===== src/rtl/wash_pkg.sv =====
// Shared types and constants for the washer cycle controller.
// Phase encodings double as the debug/display code on the phase port.
package wash_pkg;

  typedef enum logic [2:0] {
    IDLE  = 3'd0,
    FILL1 = 3'd1,
    WASH  = 3'd2,
    FILL2 = 3'd3,
    RINSE = 3'd4,
    SPIN  = 3'd5,
    DRAIN = 3'd6,
    PAUSE = 3'd7
  } state_t;

  localparam logic [1:0] PRESET_USER  = 2'b00;
  localparam logic [1:0] PRESET_RINSE = 2'b01;
  localparam logic [1:0] PRESET_SPIN  = 2'b10;
  localparam logic [1:0] PRESET_DRAIN = 2'b11;

  localparam int FILL_TICKS  = 5;
  localparam int DEF_COUNT_W = 8;

  function automatic logic [1:0] preset_of(
    input state_t s
  );
    logic [1:0] p;
    p = PRESET_USER;
    case (s)
      FILL2, RINSE: p = PRESET_RINSE;
      SPIN:         p = PRESET_SPIN;
      DRAIN:        p = PRESET_DRAIN;
      default:      p = PRESET_USER;
    endcase
    return p;
  endfunction

endpackage


===== src/rtl/wash_sequencer_tick_prescaler.sv =====
// Divides clk down to a one-cycle timer tick every TICK_DIV enabled cycles.
// clr takes priority over en; the count holds whenever en is low.
module tick_prescaler #(
  parameter int TICK_DIV = 1000
) (
  input  logic clk,
  input  logic rst_n,
  input  logic clr,
  input  logic en,
  output logic tick
);

  localparam int W = (TICK_DIV > 2) ? $clog2(TICK_DIV) : 1;
  localparam logic [W-1:0] LAST = W'(TICK_DIV - 1);

  logic [W-1:0] cnt;

  always_ff @(posedge clk) begin
    if (!rst_n) begin
      cnt <= '0;
    end else if (clr) begin
      cnt <= '0;
    end else if (en) begin
      cnt <= (cnt == LAST) ? '0 : cnt + 1'b1;
    end
  end

  assign tick = en && (cnt == LAST);

endmodule


===== src/rtl/wash_sequencer.sv =====
// Washer main cycle FSM: owns the phase timer and selects the comparator preset.
// Actuators decode from the registered state; done is a registered pulse.
module wash_sequencer
  import wash_pkg::*;
#(
  parameter int TICK_DIV = 1000,
  parameter int COUNT_W  = DEF_COUNT_W
) (
  input  logic               clk,
  input  logic               rst_n,
  input  logic               start,
  input  logic               door_closed,
  input  logic               comp_time,
  input  logic               comp_time2,
  output logic [COUNT_W-1:0] count,
  output logic [1:0]         control_preset,
  output logic               water_valve,
  output logic               motor_on,
  output logic               motor_spin,
  output logic               door_lock,
  output logic               done,
  output logic [2:0]         phase
);

  state_t state;
  state_t state_nx;
  state_t resume;
  state_t eff;
  logic   phase_change;
  logic   run;
  logic   tick;

  always_comb begin
    state_nx = state;
    unique case (state)
      IDLE: begin
        if (start && door_closed) state_nx = FILL1;
      end
      PAUSE: begin
        if (door_closed) state_nx = resume;
      end
      default: begin
        // Door-open wins over any comparator event this cycle
        if (!door_closed) begin
          state_nx = PAUSE;
        end else begin
          case (state)
            FILL1: if (comp_time2) state_nx = WASH;
            WASH:  if (comp_time)  state_nx = FILL2;
            FILL2: if (comp_time2) state_nx = RINSE;
            RINSE: if (comp_time)  state_nx = SPIN;
            SPIN:  if (comp_time)  state_nx = DRAIN;
            DRAIN: if (comp_time)  state_nx = IDLE;
            default: state_nx = state;
          endcase
        end
      end
    endcase
  end

  assign phase_change = (state_nx != state)
                     && (state != PAUSE)
                     && (state_nx != PAUSE);

  assign run = (state != IDLE)
            && (state != PAUSE)
            && door_closed;

  tick_prescaler #(
    .TICK_DIV(TICK_DIV)
  ) u_tick (
    .clk  (clk),
    .rst_n(rst_n),
    .clr  ((state == IDLE) || phase_change),
    .en   (run),
    .tick (tick)
  );

  always_ff @(posedge clk) begin
    if (!rst_n) begin
      state  <= IDLE;
      resume <= IDLE;
      count  <= '0;
      done   <= 1'b0;
    end else begin
      state <= state_nx;
      done  <= (state == DRAIN) && (state_nx == IDLE);
      if ((state_nx == PAUSE) && (state != PAUSE)) begin
        resume <= state;
      end
      if (phase_change) begin
        count <= '0;
      end else if (tick && (count != '1)) begin
        count <= count + 1'b1;
      end
    end
  end

  assign eff = (state == PAUSE) ? resume : state;

  always_comb begin
    control_preset = preset_of(eff);
    water_valve    = (state == FILL1) || (state == FILL2);
    motor_on       = (state == WASH) || (state == RINSE);
    motor_spin     = (state == SPIN);
    door_lock      = (state != IDLE) && (state != PAUSE);
    phase          = state;
  end

endmodule


===== config.mk =====
export PLATFORM = sky130hd
export DESIGN_NAME = wash_sequencer
export DESIGN_NICKNAME = d
export VERILOG_FILES = /design/src/rtl/wash_pkg.sv /design/src/rtl/wash_sequencer_tick_prescaler.sv /design/src/rtl/wash_sequencer.sv
export SDC_FILE = /design/constraint.sdc
export NUM_CORES = 1
export LEC_CHECK = 0
export CAP_MARGIN = 15
export CORE_UTILIZATION = 45
export DETAILED_ROUTE_END_ITERATION = 10
export DONT_BUFFER_PORTS = 1
export PLACE_DENSITY_LB_ADDON = 0.3
export SETUP_SLACK_MARGIN = 0.05
export SLEW_MARGIN = 5
export SYNTH_ARGS = -nofsm -noshare
export SYNTH_HDL_FRONTEND = slang
export SYNTH_SLANG_ARGS = --single-unit

===== constraint.sdc =====
create_clock -name clk -period 1.95 [get_ports clk]
set_input_delay 0.4875 -clock clk [delete_from_list [all_inputs] [get_ports clk]]
set_output_delay 0.4875 -clock clk [all_outputs]
set_load 0.05 [all_outputs]

==> flow_summary_export.csv <==
group,metric,value,unit
run_status,status,"finished with violations",
run_status,violations,"negative setup slack",
floorplan,die-area,0.00360,sq mm
placement,numPortBuffers,0,
synth,ys_ff_latch,25,
routing,ant_nets,0,
global_routing,track_usage,0.222,
synth,synth_seq_area_share,0.331,
worst_setup_path,worstSetupPathType,"reg2reg",
floorplan,start_util,0.484,
synth,synth.cell_area,0.00151,sq mm
cts,clkTransAtPathRegs,140,ps
synth,synth_flop_cell,"dfxtp_1",
placement,gp_congestion,0.838,
synth,syn_inst,178,
timing,setup_tns,-18.1,ps
routing,vias_per_cell,5.71,
cells_and_area,drive_gt1_frac,0.431,
routing,vias,1445,
worst_setup_path,cp_cell_sequence,"or3_4 -> o32ai_4 -> a211oi_2 -> a311o_1 -> o211a_4 -> buf_12 -> a2111oi_4",
timing,finalWorstSetupSlack,-18.1,ps
global_routing,antenna_found_initial,0,
timing,post-route-period-util,1.01,
synth,yosys_warnings,0,
cts,clock-sinks,25,
routing,routedWlPerCell,15.5,um
worst_setup_path,crit_slowest_cell,"dfxtp_4",
global_routing,grt_overflow,0,
pwr,p_leak,0.732,nW
synth,synth.net_count,186,
cells_and_area,final_common_cell,"buf_4",
global_routing,grt_pass1_wl,5980,um
floorplan,die_x,60,um
worst_setup_path,cpPeakStageDelay,410,ps
global_routing,grt_max_degree,19,
cts,holdBufCountCts,0,
synth,yosysUniqueCellTypes,41,
routing,drc,0,
floorplan,io-pin-count,24,
timing,setup_viol,1,
worst_setup_path,cp-start-kind,"flop",
timing,slew_violations,0,
worst_setup_path,arrival,2210,ps
global_routing,grt_pass1_vias,1371,
floorplan,fp.dieH,60,um
pwr,power,1.92,mW
worst_setup_path,end_kind,"flop",
cts,cts_buffer_depth,2,
synth,async_reset_ff_frac,0,
timing,post-route-min-period,1970,ps
worst_hold_path,min_path_type,"in2reg",
floorplan,rows,20,
cts,htree_levels,1,
floorplan,core,0.00313,sq mm
cts,insertion_delay,330,ps
pwr,irDropWorstVdd,0.460,mV
flow_run,max-cap-violations,0,
timing,holdWs,253,ps
timing,rsz0062_at_grt,"true",
timing,clock.fmax,508,MHz
worst_setup_path,critPathRequiredTime,2190,ps
cells_and_area,final_nets,218,
placement,hpwl,2640,um
routing,first_pass_iters,4,
cts,cts_inserted_buffers,3,
cells_and_area,antenna_cells,0,
cells_and_area,instances_no_fill,253,
timing,slew_headroom,0.488,
timing,hold_viol,0,
synth,syn_area_per_cell,8.51,sq um
cts,cts_tree,"done",
worst_setup_path,critPathMaxFanout,12,
cells_and_area,area_growth,37.4,%
cells_and_area,layout_common_cells,"31 x buf_4, 19 x dfxtp_1, 18 x nand2_1, 10 x xor2_1, 10 x nand4_1",
timing,tightest_slew,766,ps
cells_and_area,utilization,0.665,
placement,place_inst,244,
cells_and_area,nFillCells,252,
routing,drt_iter0_drc,54,
cts,cts-root-buf,"clkbuf_4",
routing,drt-total-wl,3920,um
synth,synth_edf_count,0,
pwr,powerDensity,925,mW/mm^2
cells_and_area,register_area,518,sq um
timing,clock_skew,5.67,ps
cells_and_area,multi_input_area,0.00112,sq mm
through the flow:
stage	instance area (sq um)	setup WS, ps
after floorplan	1570	-163
after global placement	1790	33.3
after detailed placement	1790	-36.5
after CTS	1870	15.6
after global routing	2080	-82.2
final	2080	-18.1
state kept, by name, indices dropped and copies added, names as in the netlist:
signal      flops
done            1
count           8
u_tick.cnt     10
phase           3
resume          3
where the power goes:
part	switching, mW	internal, mW	leakage [nW]
logic	0.599	0.470	0.509
clock network	0.162	0.0771	0.0177
registers	0.0675	0.548	0.206
critical path, delay by kind of cell (launching register included):
kind / cells / cell delay [ps]
AO/OA/AOI/OAI: 5 / 920
buffers and inverters: 1 / 150
AND/OR/NAND/NOR: 1 / 400
flip-flops: 1 / 410
layout make-up:
| type | count | area share |
|---|---|---|
| tap | 44 | 0.0265 |
| clock buffer | 3 | 0.0108 |
| sequential | 25 | 0.249 |
| timing repair buffer | 37 | 0.162 |
| multi-input combinational | 138 | 0.541 |
| inverter | 5 | 0.00902 |
| clock inverter | 1 | 0.00241 |
kinds of logic (layout without fill, tap and decap cells):
group                    after synthesis  count (layout)  synth area share
AND/OR/NAND/NOR                       91              91             0.329
AO/OA/AOI/OAI                         25              25             0.147
flip-flops                            25              25             0.331
XOR/XNOR                              16              16            0.0926
buffers and inverters                 15              46            0.0570
adder cells (fa/ha/maj)                3               3            0.0231
multiplexers                           3               3            0.0207
synth_stat cells, types with 3 or more instances:
library cell,number,area share
and4_1,3,0.017
nor2_1,16,0.040
o221a_2,3,0.022
nand3_1,6,0.020
xor2_1,10,0.058
nand2b_1,3,0.012
buf_2,6,0.020
and3_1,5,0.021
nor3_1,7,0.023
nand2_1,19,0.047
o211ai_1,3,0.015
xnor2_1,6,0.035
nor4_1,9,0.037
o21ai_0,4,0.013
a21oi_1,3,0.0099
and2_1,3,0.012
nand4_1,10,0.041
buf_6,3,0.022
inv_1,5,0.012
dfxtp_1,25,0.33
worst paths after layout:
check	start	endpoint	slack, ps	cells after the start
setup reg to reg	phase[1]	count[6]	-20	7
setup / recovery	phase[1]	count[6]	-20	7
hold reg to reg	resume[1]	resume[1]	590	1
hold / removal	rst_n	count[0]	250	2
layer usage:
metal | up-vias | wire [um] | share of wire | track usage
met5 | - | 0 | 0 | 0
met4 | 0 | 50 | 0.013 | 0.0963
met3 | 4 | 111 | 0.028 | 0.0325
met2 | 39 | 2150 | 0.55 | 0.406
met1 | 690 | 1610 | 0.41 | 0.253
li1 | 712 | - | - | -
what timing repair did:
| item | 4_1_cts | 5_1_grt |
|---|---|---|
| gates cloned | 0 | 2 |
| setup endpoints to repair | 16 | 24 |
| buffers inserted | 0 | 3 |
| gates resized for setup | 8 | 32 |
| pin swaps | 0 | 3 |
| endpoints found under the hold margin | 0 | 0 |
Power figures use the tool's default switching activity.
